$ cat config.mk
export PLATFORM = sky130hd
export DESIGN_NAME = pixel_freq_array
export DESIGN_NICKNAME = d
export VERILOG_FILES = /design/src/rtl/pixel_freq_array.sv
export SDC_FILE = /design/constraint.sdc
export NUM_CORES = 1
export LEC_CHECK = 0
export ABC_AREA = 1
export BUFFER_PORTS_ARGS = -buffer_cell sky130_fd_sc_hd__buf_2
export CORE_MARGIN = 1.5
export CORE_UTILIZATION = 45
export CTS_CLUSTER_SIZE = 30
export DETAILED_ROUTE_END_ITERATION = 16
export PLACE_DENSITY = 0.65
export SYNTH_ARGS = -nofsm -noshare
export SYNTH_HDL_FRONTEND = slang
export SYNTH_SLANG_ARGS = --single-unit
export TNS_END_PERCENT = 100
$ cat constraint.sdc
create_clock -name CLK -period 4.9 [get_ports CLK]
set_clock_uncertainty 0.15 [all_clocks]
set_input_delay 0.245 -clock CLK [delete_from_list [all_inputs] [get_ports CLK]]
set_output_delay 0.245 -clock CLK [all_outputs]
set_load 0.1 [all_outputs]
$ cat src/rtl/pixel_freq_array.sv
// pixel_freq_array
//   An array of CHANNELS pretend pixels. Each pixel turns its stored light
//   level into a square wave whose frequency rises linearly with the light
//   level. Light levels are written one channel at a time through a
//   valid/ready load port and a two-stage period pipeline. A new period is
//   picked up only when a half-period ends, so the outputs never glitch.
//
// Ports
//   CLK         system clock
//   RST         asynchronous, active-high reset
//   LOAD_VALID  load request
//   LOAD_READY  load port can accept (low while a load is in the pipeline)
//   LOAD_CH     target channel; out-of-range values are accepted and dropped
//   LOAD_LIGHT  light level
//   CH_EN       per-channel run enable
//   SEL         readout channel select
//   SYNC        phase-align strobe (only used with PIXEL_FREQ_SYNC_EN)
//   FREQ_OUT    per-channel square waves
//   SEL_OUT     FREQ_OUT[SEL], registered; 0 when SEL is out of range
//
// Build option
//   PIXEL_FREQ_SYNC_EN  when defined, SYNC reloads every enabled counter and
//                       clears its output, putting all enabled channels in
//                       phase. When undefined, SYNC is ignored.
module pixel_freq_array #(
  parameter int CLOCK_FREQ = 50_000_000,
  parameter int LOW_FREQ   = 1_000,
  parameter int HIGH_FREQ  = 5_000_000,
  parameter int INPUT_BITS = 8,
  parameter int CHANNELS   = 4,
  localparam int MAX_HALF  = CLOCK_FREQ / (2 * LOW_FREQ),
  localparam int MIN_HALF  = CLOCK_FREQ / (2 * HIGH_FREQ),
  localparam int CW        = $clog2(MAX_HALF + 1),
  localparam int SW        = (CHANNELS > 1) ? $clog2(CHANNELS) : 1
) (
  input  logic                  CLK,
  input  logic                  RST,
  input  logic                  LOAD_VALID,
  output logic                  LOAD_READY,
  input  logic [SW-1:0]         LOAD_CH,
  input  logic [INPUT_BITS-1:0] LOAD_LIGHT,
  input  logic [CHANNELS-1:0]   CH_EN,
  input  logic [SW-1:0]         SEL,
  input  logic                  SYNC,
  output logic [CHANNELS-1:0]   FREQ_OUT,
  output logic                  SEL_OUT
);

  localparam int PW = CW + INPUT_BITS;
  localparam logic [CW-1:0] MAX_H   = CW'(MAX_HALF);
  localparam logic [CW-1:0] MIN_H   = CW'(MIN_HALF);
  localparam logic [CW-1:0] ONE     = CW'(1);
  localparam logic [PW-1:0] SPAN    = PW'(MAX_HALF - MIN_HALF);
  localparam logic [SW:0]   CH_LIM  = (SW + 1)'(CHANNELS);

  logic          accept;
  logic          s1_valid, s2_valid;
  logic [SW-1:0] s1_ch, s2_ch;
  logic [PW-1:0] s1_prod;
  logic          s1_full;
  logic [CW-1:0] s2_half;
  logic [CW-1:0] pending_half [CHANNELS];
  logic [CW-1:0] cnt [CHANNELS];
  logic          sync_hit;

`ifdef PIXEL_FREQ_SYNC_EN
  assign sync_hit = SYNC;
`else
  logic sync_unused;
  assign sync_unused = SYNC;
  assign sync_hit    = 1'b0;
`endif

  // One load in flight at a time: ready drops for both pipeline stages.
  assign LOAD_READY = ~(s1_valid | s2_valid);
  assign accept     = LOAD_VALID & LOAD_READY;

  always_ff @(posedge CLK or posedge RST) begin
    if (RST) begin
      s1_valid <= 1'b0;
      s1_ch    <= '0;
      s1_prod  <= '0;
      s1_full  <= 1'b0;
      s2_valid <= 1'b0;
      s2_ch    <= '0;
      s2_half  <= MAX_H;
    end else begin
      s1_valid <= accept;
      if (accept) begin
        s1_ch   <= LOAD_CH;
        s1_prod <= SPAN * PW'(LOAD_LIGHT);
        s1_full <= &LOAD_LIGHT;
      end
      s2_valid <= s1_valid;
      s2_ch    <= s1_ch;
      // Full-scale light is pinned to MIN_HALF; the floored formula would
      // otherwise stop one short of the top frequency.
      s2_half  <= s1_full ? MIN_H : MAX_H - CW'(s1_prod >> INPUT_BITS);
    end
  end

  always_ff @(posedge CLK or posedge RST) begin
    if (RST) begin
      for (int i = 0; i < CHANNELS; i++) pending_half[i] <= MAX_H;
    end else if (s2_valid && ({1'b0, s2_ch} < CH_LIM)) begin
      pending_half[s2_ch] <= s2_half;
    end
  end

  // Reloads read pending_half before this edge's write lands, so a value
  // written on a reload cycle waits for the following half-period.
  always_ff @(posedge CLK or posedge RST) begin
    if (RST) begin
      for (int i = 0; i < CHANNELS; i++) begin
        cnt[i]      <= MAX_H - ONE;
        FREQ_OUT[i] <= 1'b0;
      end
    end else begin
      for (int i = 0; i < CHANNELS; i++) begin
        if (!CH_EN[i] || sync_hit) begin
          cnt[i]      <= pending_half[i] - ONE;
          FREQ_OUT[i] <= 1'b0;
        end else if (cnt[i] == '0) begin
          cnt[i]      <= pending_half[i] - ONE;
          FREQ_OUT[i] <= ~FREQ_OUT[i];
        end else begin
          cnt[i] <= cnt[i] - ONE;
        end
      end
    end
  end

  always_ff @(posedge CLK or posedge RST) begin
    if (RST) begin
      SEL_OUT <= 1'b0;
    end else begin
      SEL_OUT <= ({1'b0, SEL} < CH_LIM) ? FREQ_OUT[SEL] : 1'b0;
    end
  end

endmodule

---- Word-level counts from Yosys, hierarchy flattened ----
Cells that the tools add are included.
cells by class
  bitwise operators ....................... 8
  reductions and logical operators ........ 6
  mux-type cells .......................... 22
  multipliers ............................. 1
  $add $sub $neg .......................... 9
  equal/unequal tests ..................... 4
  order comparisons ....................... 3
operators with widths
  cell                                                       count
  2-to-1 mux 15 bit                                          10
  subtractor 15 x 1 -> 15 bit (second input constant)        8
  bitwise mux 60 bit                                         1
  zero test 15 bit                                           4
  demux 15 bit (select 2 bit)                                1
  multiplier 15 x 8 -> 23 bit (first input constant)         1
  subtractor 15 bit (first input constant)                   1
  2-to-1 mux 1 bit                                           9
  inequality test 2 x 1 -> 1 bit (second input constant)     4
  AND reduction 8 bit                                        1
  NOT 1 bit                                                  5
  greater-or-equal comparator 3 bit (second input constant)  1
  < comparator 2 x 3 -> 1 bit (second input constant)        1
  < comparator 3 x 1 -> 1 bit (second input constant)        1
  NOT 2 -> 3 bit                                             1
  binary-select mux 1 bit (select 2 bit)                     1
  AND 1 bit                                                  1
  logical AND 1 bit                                          1
  OR 1 bit                                                   1
storage, ports and cells
  logic and storage cells ................. 73
  register bits after elaboration ......... 170
  input bits .............................. 20
  output and inout port bits .............. 6

---- Logic depth before layout (Yosys ltp) ----
Gate-level depths: netlist of run 1.
  word-level depth ........................ 6
  gate-level depth with buffers ........... 18

---- Worst setup path after synthesis of run 1 ----
OpenSTA, ideal clock, no wires.
  path type ............................... input-to-reg
  from .................................... input LOAD_LIGHT[6]
  to ...................................... register s1_prod[14]
  library setup time ...................... 133 ps
  data required time ...................... 4617 ps
  arrival time ............................ 2928 ps
  cell stages on the path ................. 16
  slack ................................... 1689 ps
  cell sequence ........................... inv_1 -> ha_1 -> ha_1 -> or2_2 -> fa_1 -> fa_1 -> ha_1 -> nand2_1 -> o21ai_0 -> inv_1 -> nand2_1 -> nand2_1 -> nand2_1 -> nand2_1 -> nand3_1 -> o21ai_0
on the way
  cells in the longest elaborated chain, start to end .. 1
ends and longest elaborated chain
  element                      RTL line  RTL
  start, declared              41        input logic [INPUT_BITS-1:0] LOAD_LIGHT,
  multiplier 15 x 8 -> 23 bit  91        s1_prod <= SPAN * PW'(LOAD_LIGHT);
  end signal, assigned         91
  end, declared                59        logic [PW-1:0] s1_prod;
Every way passes these cells.
A chain may end at the register's enable or synchronous reset.

---- Final worst setup path of run 1 ----
  from .................................... input LOAD_LIGHT[5]
  to ...................................... register s1_prod[22]
The elaborated chain is that of the path after synthesis.

==> key figures, run 1 <==
Pwr
  – Internal: ~3.9 mW
  – Cell Pwr Density: a little under 600 nW/um^2
  – Clock share of power: 0.204
  – Part of the power in combinational logic: 0.402
  – Part of the power in registers: 0.394
  – Sw Ratio: 0.412
  – Worst VDD drop: 0.234 mV
  – Leakage: between 5 and 6 nW
  – P_sw: around 2.7 mW

Hold path
  – Worst Hold Path Cells: 4
  – Hold Crit Endpoint: s1_full$_DFFE_PP0P_
  – Worst Hold Launch: LOAD_LIGHT[7]
  – Hold Path Class: input pin to flip-flop

Global route
  – Vias in the first global route: about 8,000
  – Initial antenna violation count: 0
  – Largest net degree at the start of global routing: 100
  – Gr ovfl total: 0
  – Gr usage total: 0.199
  – Global-route wire length before repair: around 38,000 um

Clocking
  – Buffer count from post-CTS setup fixing: 0
  – CTS tree: yes
  – CTS HTree Levels: 4
  – Clk Tree Root Cell: clkbuf_16
  – Worst-Skew Late Latency: 0.43 ns
  – Num CTS Buffers: 17
  – Clock transition at the registers of the reported paths: 0.07 ns
  – # clock sinks: about 160
  – Clock Path Buffers: 2
  – Post_cts resized: 0

STA
  – Max-Slew Margin vs Limit: 0.337
  – RSZ-0062 raised after global routing: no
  – Final Hold Fails: 0
  – FMAX: between 200 and 300 MHz
  – Slew @ Worst Pin: 0.992 ns
  – Crit path time final: roughly 3.4 ns
  – Finish-stage setup viols: 0
  – TNS Setup: 0 ns
  – Fin Hold WS: around 0.19 ns
  – Period utilisation layout: 0.686
  – Fin. max-slew vios: 0

Critical path
  – Reg-to-reg startpoint: cnt[0]$_DFF_PP1_
  – Reg2Reg Depth: 11
  – Worst EP arrival: between 3 and 4 ns
  – Setup CP Type: input pin to flip-flop
  – Setup crit end kind: flip-flop
  – CP startpoint kind: input pin
  – Crit-path max FO: 5
  – Reg2Reg Setup Slack: roughly 2.4 ns
  – CP required: approximately 5.1 ns
  – R2r endpoint: cnt[11]$_DFF_PP0_

Route
  – Via/cell ratio: 4.99
  – Initial DRC count: just over 500
  – Final ANT Viol Nets: 0
  – WL per Instance: roughly 13 um
  – Total routed wirelength: around 22,000 um
  – Total iterations of the first detailed-routing run: 5
  – Vias: roughly 8,200
  – DRC: 0

Final layout
  – Share of cells above drive strength 1: 0.118
  – Diode count: 0
  – Commonest non-fill, non-tap cells in the layout: nand2_1 (313), inv_1 (167), nor2_1 (146)
  – Post-route cell area: between 10,000 and 15,000 sq um
  – Area delta synth->final: 10.5%
  – Commonest non-fill, non-tap cell in the layout: nand2_1
  – Final nets: 1,439

Logic synthesis
  – Post-synth ARST share: 1.00
  – Post-synth EDFFs: 0
  – Yosys reg bits: 162
  – Synthesized area: between 10,000 and 15,000 sq um
  – Syn nets: between 1,000 and 1,500
  – Synth Flop Type: dfrtp_1
  – Register area share after synthesis: 0.400
  – Yosys warning count: 0
  – Yosys cell types: 42
  – Syn Area/Cell: between 7 and 8 sq um
  – Gate Count Post-Synth: about 1,300

Die
  – Core area: approximately 23,000 sq um
  – Die width: approximately 150 um
  – Rows: between 50 and 60
  – Starting density of the core: 0.457
  – I/O pin count: 26
  – DIE AREA: between 20,000 and 25,000 sq um
  – Die Ht: 154 um

Place
  – Placed inst area: 10,700 sq um
  – PortBufs: 24
  – Placer congestion estimate: 0.919
  – DP HPWL: 16,200 um

Run status
  – Status: finished, final reports clean

Run
  – Maxcap violations: 0
cell usage after synthesis, types with 3 or more instances:
library cell    n  area, sq um
nand2_1       313         1170
inv_1         168          631
nor2_1        146          548
o21ai_0       117          586
dfrtp_1       100         2500
ha_1           67          838
dfstp_2        62         1630
xor2_1         57          499
nand3_1        56          280
xnor2_1        38          333
a21oi_1        37          185
nor3_1         22          110
clkbuf_1       15         56.3
nand4_1        14         87.6
fa_1           12          240
o21ai_2        11         96.3
or2_2          11         68.8
nand3b_1        9         67.6
o21ai_1         7         35.0
a31oi_1         4         25.0
nor2_2          4         25.0
a21boi_0        3         22.5
buf_6           3         33.8
nor2_4          3         33.8
nor4_1          3         18.8
o22ai_1         3         18.8
o31ai_1         3         22.5
cell type report:
| type | instances | area [sq um] |
|---|---|---|
| Clock buffer | 17 | 425 |
| Clock inverter | 15 | 173 |
| Fill cell | 2225 | 11200 |
| Inverter | 170 | 643 |
| Multi-Input combinational cell | 953 | 5430 |
| Sequential cell | 162 | 4130 |
| Tap cell | 285 | 357 |
| Timing Repair Buffer | 36 | 235 |
kinds of logic after synthesis:
group	share of synthesized area
compound gates	0.101
flops	0.400
xor+xnor	0.0806
buf+inv	0.0730
fa+ha+maj	0.105
simple gates	0.241
worst max-delay path: stages:
cell and delay, ns:
buf_2 0.13, ha_1 0.34, ha_1 0.29, inv_1 0.05
fa_1 0.49, inv_1 0.04, ha_1 0.31, ha_1 0.38
a21oi_1 0.26, a21boi_0 0.51, nand2_1 0.11, nand2_1 0.09
nand4_1 0.07, nand3_1 0.12, nand2_1 0.07
how the worst max path moves through the flow:
stage,from,end,slack [ns],cells after the start
floorplan,RST,FREQ_OUT[0]$_DFFE_PP0P_,0.23,1
global placement,LOAD_LIGHT[5],s1_prod[22]$_DFFE_PP0P_,1.15,15
detailed placement,LOAD_LIGHT[5],s1_prod[22]$_DFFE_PP0P_,1.06,15
CTS,LOAD_LIGHT[5],s1_prod[22]$_DFFE_PP0P_,1.50,15
global route,LOAD_LIGHT[5],s1_prod[22]$_DFFE_PP0P_,1.29,15
finish,LOAD_LIGHT[5],s1_prod[22]$_DFFE_PP0P_,1.54,15
metrics by stage:
step | cells | utilization | setup slack, ns | total power [mW]
CTS | 1638 | 0.505 | 1.50 | 6.71
finish | 1638 | 0.505 | 1.54 | 6.65
global route | 1638 | 0.505 | 1.29 | 7.27
global placement | 1596 | 0.474 | 1.15 | 5.23
floorplan | 1307 | - | 0.231 | 4.63
detailed placement | 1596 | 0.474 | 1.06 | 5.29
power groups by stage:
| stage | registers, mW | logic (mW) | clock network (mW) |
|---|---|---|---|
| 2_1_floorplan | 2.50 | 2.13 | 0 |
| 3_3_place_gp | 2.62 | 2.61 | 0 |
| 3_5_place_dp | 2.63 | 2.66 | 0 |
| 4_1_cts | 2.62 | 2.70 | 1.39 |
| 5_1_grt | 2.72 | 3.12 | 1.44 |
| 6_report | 2.62 | 2.67 | 1.36 |
what timing repair did:
action                                  CTS  global route
endpoints found under the setup margin    0             0
hold buffers                             10             0
hold endpoints to repair                 76             0
flip-flops by register name (all words and copies together) (netlist names):
signal	count
cnt	60
pending_half	60
FREQ_OUT	4
SEL_OUT	1
s1_prod	15
s1_ch	2
s2_ch	2
s1_valid	1
s2_half	15
s2_valid	1
s1_full	1
metal layers:
| metal | global-route usage | wire length [um] | up-vias |
|---|---|---|---|
| met3 | 0.0303 | 584 | 26 |
| met4 | 0.0540 | 330 | 0 |
| li1 | - | - | 4239 |
| met1 | 0.262 | 10500 | 3797 |
| met5 | 0 | 0 | - |
| met2 | 0.342 | 10500 | 109 |
(Power assumes the default switching activity.)
==> run 2: changes to the inputs <==
--- a/config.mk
+++ b/config.mk
@@ -5,7 +5,7 @@
 export SDC_FILE = /design/constraint.sdc
 export NUM_CORES = 1
 export LEC_CHECK = 0
-export ABC_AREA = 1
+export ABC_AREA = 0
 export BUFFER_PORTS_ARGS = -buffer_cell sky130_fd_sc_hd__buf_2
 export CORE_MARGIN = 1.5
 export CORE_UTILIZATION = 45
==> constraint.sdc (replaced) <==
create_clock -name CLK -period 3.08 [get_ports CLK]
set_clock_uncertainty 0.15 [all_clocks]
set_input_delay 0.154 -clock CLK [delete_from_list [all_inputs] [get_ports CLK]]
set_output_delay 0.154 -clock CLK [all_outputs]
set_load 0.1 [all_outputs]
==> key figures, run 2 <==
Logic synthesis
  – Post-synth ARST share: 1.00
  – Gate Count Post-Synth: roughly 950
  – Yosys cell types: 58
  – Synthesized area: roughly 9600 sq um
  – Synth Area in Compound Gates: 0.0887
  – Synth top area share: 0.259
  – Register area share after synthesis: 0.428
  – Syn Area/Cell: ~10 sq um
  – Main combinational cell family by area after synthesis: simple AND/OR/NAND/NOR gates
  – Mux cell area share after synthesis: 0.0773
  – Yosys warning count: 0
  – Post-synth EDFFs: 0
  – Yosys reg bits: 162
  – Adder-Cell Fraction of Synth Area: 0.112
  – Syn nets: around 1,100
  – Synth Flop Type: dfrtp_1
  – Top cells by count, synth: dfrtp_1 (100), nand2_1 (88), nor2_1 (80), ha_1 (67), xor2_1 (67)
  – Simple-gate share of the synthesized area: 0.156
  – Area contributors post-synth: dfrtp_1 (26%), dfstp_2 (17%), ha_1 (8.7%)
  – Largest area contributor in the synthesized netlist: dfrtp_1
  – XOR/XNOR share of the synthesized area: 0.103
  – Top-count cell post-synth: dfrtp_1

Route
  – Initial DRC count: around 260
  – Vias: slightly below 7,000
  – DRC: 0
  – Via/cell ratio: between 5 and 6
  – Total iterations of the first detailed-routing run: 4
  – Final ANT Viol Nets: 0
  – WL per Instance: 14.8 um
  – Total routed wirelength: around 20,000 um

STA
  – FMAX: around 330 MHz
  – Final Hold Fails: 0
  – Fin Hold WS: about 0.13 ns
  – Finish-stage setup viols: 0
  – Slew @ Worst Pin: roughly 0.95 ns
  – Crit path time final: 3.07 ns
  – Max-Slew Margin vs Limit: 0.366
  – RSZ-0062 raised after global routing: yes
  – Fin. max-slew vios: 0
  – TNS Setup: 0 ns
  – Period utilisation layout: 0.998

Pwr
  – Leakage: between 5 and 6 nW
  – Cell Pwr Density: 909 nW/um^2
  – Worst VDD drop: between 0.4 and 0.5 mV

Die
  – Rows: 53
  – DIE AREA: around 22,000 sq um
  – I/O pin count: 26
  – Core area: between 20,000 and 25,000 sq um
  – Die Ht: approximately 150 um
  – Starting density of the core: 0.459
  – Die width: around 150 um

Critical path
  – Setup CP Type: input pin to flip-flop
  – Worst EP arrival: about 3.2 ns
  – CP startpoint kind: input pin
  – Setup crit end kind: flip-flop
  – Crit-path max FO: 8
  – CP required: 3.23 ns

Place
  – DP HPWL: 14,500 um
  – PortBufs: 24
  – Placer congestion estimate: 0.879
  – Placed inst area: 10,600 sq um
  – Placed instance count: roughly 1,300

Final layout
  – Final nets: 1,143
  – Post-route cell area: approximately 12,000 sq um
  – Commonest non-fill, non-tap cells in the layout: dfrtp_1 (100), nand2_1 (88), nor2_1 (77)
  – Top flop regs: cnt x60, pending_half x60
  – Area delta synth->final: 19.4%
  – Diode count: 0
  – Share of cells above drive strength 1: 0.274
  – Commonest non-fill, non-tap cell in the layout: dfrtp_1
  – Layout Cells excl Fill: 1,332

Clocking
  – Clock Path Buffers: 2
  – Clk Tree Root Cell: clkbuf_16
  – Num CTS Buffers: 17
  – CTS tree: yes
  – Clock transition at the registers of the reported paths: 0.06 ns
  – # clock sinks: 162
  – Worst-Skew Late Latency: roughly 0.42 ns
  – CTS HTree Levels: 4

Global route
  – Gr ovfl total: 0
  – Vias in the first global route: 6,812
  – Global-route wire length before repair: 33,100 um
  – Gr usage total: 0.188
  – Initial antenna violation count: 0
  – Largest net degree at the start of global routing: around 160

Run
  – Maxcap violations: 0

Hold path
  – Hold Path Class: input pin to flip-flop

Run status
  – Status: finished, final reports clean
-- run 2: cell types whose count changed in the layout (fill, tap and decap cells not counted), sizes merged, moves of 10 or more --
cell,previous run,this run
buf,26,86
nor2,153,80
o21ai,136,50
nor3,22,34
inv,176,62
nand3,58,13
xor2,57,67
nor4,3,19
or3,0,10
nand2,315,89
mux2,0,58
-- run 2: cell families (layout without fill, tap and decap cells) --
logic type	Yosys count	after routing
mux	66	66
buf+inv	84	190
flops	162	162
fa+ha+maj	79	79
compound gates	140	140
simple gates	307	307
xor+xnor	113	113
-- run 2: worst max-delay path: stages --
cell and delay (ns):
buf_8 0.09, inv_8 0.03, ha_4 0.15, ha_4 0.15
or2_4 0.22, fa_1 0.46, fa_1 0.57, ha_4 0.22
a21o_1 0.17, a21o_1 0.19, a41o_4 0.30, a211oi_2 0.24
xor2_1 0.18, o21ai_1 0.10
-- run 2: path summary, 6_finish.rpt --
kind	start	endpoint	slack, ns	depth (start not counted)
min in group asynchronous	RST	cnt[18]$_DFF_PP0_	0.27	4
max reg2reg	cnt[45]$_DFF_PP1_	cnt[56]$_DFF_PP0_	0.40	8
max in group asynchronous	RST	cnt[24]$_DFF_PP0_	1.72	4
max	LOAD_LIGHT[6]	s1_prod[17]$_DFFE_PP0P_	0.006	14
min reg2reg	s1_ch[0]$_DFFE_PP0P_	s2_ch[0]$_DFF_PP0_	0.23	0
min	LOAD_VALID	s1_ch[0]$_DFFE_PP0P_	0.13	4
-- run 2: power breakdown --
| part | internal [mW] | switching [mW] |
|---|---|---|
| Clock | 1.44 | 0.847 |
| Combinational | 1.93 | 1.74 |
| Sequential | 3.39 | 1.13 |
-- run 2: final cells by class --
cell class / count / area, sq um
fill: 1829 / 9510
clock inverter: 13 / 210
sequential: 162 / 4130
timing repair buffer: 95 / 717
tap: 275 / 344
multi-input combinational: 705 / 5430
inverter: 63 / 248
clock buffer: 19 / 433
-- run 2: what timing repair did --
| action | CTS | global route |
|---|---|---|
| setup buffers | 0 | 2 |
| pin swaps | 0 | 16 |
| gates cloned | 0 | 0 |
| hold endpoints to repair | 115 | 0 |
| setup endpoints to repair | 8 | 10 |
| hold buffers | 9 | 0 |
| gates resized for setup | 4 | 29 |
-- run 2: through the flow --
step                utilization  worst slack (ns)  power (mW)
CTS                       0.540           0.00321        10.4
finish                    0.548           0.00636        10.5
floorplan                     -            -0.210        6.94
global placement          0.504            -0.468        7.95
detailed placement        0.504            -0.556        8.07
global route              0.548           -0.0659        11.3
-- run 2: metal layers --
metal	track usage	vias to the layer above	wire, um
met3	0.0254	32	339
met5	0	-	0
met1	0.238	3262	9150
met4	0.0842	0	587
li1	-	3486	-
met2	0.320	80	9670
==> run 3: changes to the inputs <==
--- a/config.mk
+++ b/config.mk
@@ -7,6 +7,7 @@
 export LEC_CHECK = 0
 export ABC_AREA = 0
 export BUFFER_PORTS_ARGS = -buffer_cell sky130_fd_sc_hd__buf_2
+export CORE_ASPECT_RATIO = 0.8
 export CORE_MARGIN = 1.5
 export CORE_UTILIZATION = 45
 export CTS_CLUSTER_SIZE = 30
==> key figures, run 3 (synthesis gave the netlist of run 2 again) <==
Run
  – Maxcap violations: 0

Final layout
  – Share of cells above drive strength 1: 0.272
  – Commonest non-fill, non-tap cells in the layout: dfrtp_1 (100), nand2_1 (88), nor2_1 (78)
  – Final nets: around 1,100
  – Post-route cell area: roughly 11,000 sq um
  – Area delta synth->final: 18.7%
  – Fill count: around 1,800
  – Diode count: 0
  – Top flop regs: cnt x60, pending_half x60
  – Commonest non-fill, non-tap cell in the layout: dfrtp_1

STA
  – Crit path time final: around 3 ns
  – FMAX: around 330 MHz
  – Fin. max-slew vios: 0
  – Max-Slew Margin vs Limit: 0.493
  – Fin Hold WS: just over 0.08 ns
  – Period utilisation layout: 0.996
  – TNS Setup: 0 ns
  – Final WS setup: 0.0118 ns
  – Final Hold Fails: 0
  – RSZ-0062 raised after global routing: yes
  – Slew @ Worst Pin: around 0.76 ns
  – Finish-stage setup viols: 0

Route
  – Via/cell ratio: approximately 5.3
  – WL per Instance: between 15 and 20 um
  – Final ANT Viol Nets: 0
  – DRC: 3
  – Initial DRC count: 424
  – Vias: between 6,000 and 7,000
  – Total routed wirelength: about 20,000 um
  – Total iterations of the first detailed-routing run: 10

Critical path
  – Setup CP Type: input pin to flip-flop
  – CP startpoint kind: input pin
  – Worst Setup EP: s1_prod[17]$_DFFE_PP0P_
  – Setup crit end kind: flip-flop
  – Crit path max-delay cell type: fa_1
  – Crit path from: LOAD_LIGHT[6]
  – Total stage count of the critical path: 14
  – Worst EP arrival: 3.22 ns
  – CP top delay family: adder cells
  – Crit-path max FO: 8
  – Max incr delay on CP: approximately 0.57 ns
  – Reg-to-reg startpoint: cnt[0]$_DFF_PP1_
  – Cell mode on critical path: ha_4
  – CP required: 3.24 ns
  – Reg2Reg Depth: 8
  – Reg2Reg Setup Slack: roughly 0.44 ns
  – R2r endpoint: cnt[1]$_DFF_PP1_
  – Critical-path cell list: buf_8 > inv_8 > ha_4 > ha_4 > or2_4 > fa_1 > fa_1 > ha_4 > a21o_1 > a21o_1 > a41o_4 > a211oi_2 > xor2_1 > o21ai_1
  – CP Buf/Inv Count: 2

Global route
  – Initial antenna violation count: 0
  – Gr ovfl total: 0
  – Global-route wire length before repair: ~34,000 um
  – Gr usage total: 0.190
  – Vias in the first global route: about 6,700
  – Largest net degree at the start of global routing: roughly 130

Place
  – Placer congestion estimate: approximately 0.87
  – Worst slack, placed: -0.535 ns
  – PortBufs: 24
  – Placed inst area: around 11,000 sq um
  – DP HPWL: 14,700 um

Hold path
  – Hold Path Class: input pin to asynchronous set/reset pin

Die
  – Die Ht: roughly 130 um
  – Die width: between 150 and 200 um
  – I/O pin count: 26
  – Rows: between 40 and 50
  – Core area: around 21,000 sq um
  – Starting density of the core: 0.462
  – DIE AREA: between 20,000 and 25,000 sq um

Pwr
  – Leakage: 5.02 nW
  – Worst VDD drop: around 0.45 mV
  – Cell Pwr Density: around 900 nW/um^2
  – Total Power: between 10 and 15 mW

Clocking
  – Num CTS Buffers: 17
  – CTS tree: yes
  – Clock Path Buffers: 2
  – CTS HTree Levels: 4
  – # clock sinks: roughly 160
  – Clock transition at the registers of the reported paths: roughly 0.070 ns
  – Clk Tree Root Cell: clkbuf_16
  – Worst-Skew Late Latency: 0.43 ns

Run status
  – Status: complete, but fails checks
  – Failing checks: DRC
==> run 3: changes by cell type in the layout (fill, tap and decap cells not counted), sizes merged <==
cell	delta
clkinv	-3
clkbuf	+3
inv	+1
bufinv	-2
==> run 3: how the worst min path moves through the flow <==
stage                from                      end  slack [ns]  cells past startpoint
2_1_floorplan  LOAD_CH[0]     s1_ch[0]$_DFFE_PP0P_        0.11                      2
4_1_cts               RST  s1_prod[20]$_DFFE_PP0P_        0.08                      3
5_1_grt               RST  s1_prod[20]$_DFFE_PP0P_        0.12                      3
6_report              RST  s1_prod[20]$_DFFE_PP0P_        0.08                      3
3_5_place_dp          RST        cnt[21]$_DFF_PP0_      -0.003                      2
3_3_place_gp          RST        cnt[21]$_DFF_PP0_      0.0006                      2
==> run 3: worst register-to-register path, stage by stage, from the launching register on <==
cell and delay (ns):
dfstp_2 0.37, inv_1 0.07, ha_1 0.20, or4b_1 0.48, nand2b_1 0.25, or3_4 0.42, o21ai_4 0.12, buf_4 0.28
mux2i_1 0.23
==> run 3: cell type report <==
cell class	instances	area, sq um	share of cell area
multi-input cells	705	5440	0.475
flip-flops and latches	162	4130	0.361
repair buffers	95	704	0.0615
clock buffers	22	464	0.0405
well taps	269	337	0.0294
inverters	63	248	0.0216
clock inverters	9	129	0.0113
==> run 3: stage by stage <==
step	utilization	instances
after global routing	0.548	1325
after global placement	0.506	1282
final	0.548	1325
after floorplan	-	951
after CTS	0.541	1323
after detailed placement	0.506	1282
==> run 3: power by group <==
group	internal [mW]	switching [mW]	leakage [nW]
Clock	1.31	0.834	0.286
Combinational	1.90	1.76	2.87
Sequential	3.39	1.15	1.87
Total	6.60	3.74	5.02
==> run 3: per-layer routing <==
layer	track usage	up-vias	share of wire	wire length, um
li1	-	3474	-	-
met5	0	-	0	0
met4	0.0586	0	0.0086	175
met3	0.0274	13	0.024	484
met2	0.292	78	0.45	9040
met1	0.280	3420	0.52	10600
==> run 3: repair_timing <==
| item | CTS | global route |
|---|---|---|
| pin swaps | 2 | 23 |
| hold buffers | 9 | 0 |
| hold endpoints to repair | 48 | 0 |
| gates resized for setup | 9 | 25 |
| setup endpoints to repair | 10 | 13 |
| setup buffers | 1 | 2 |
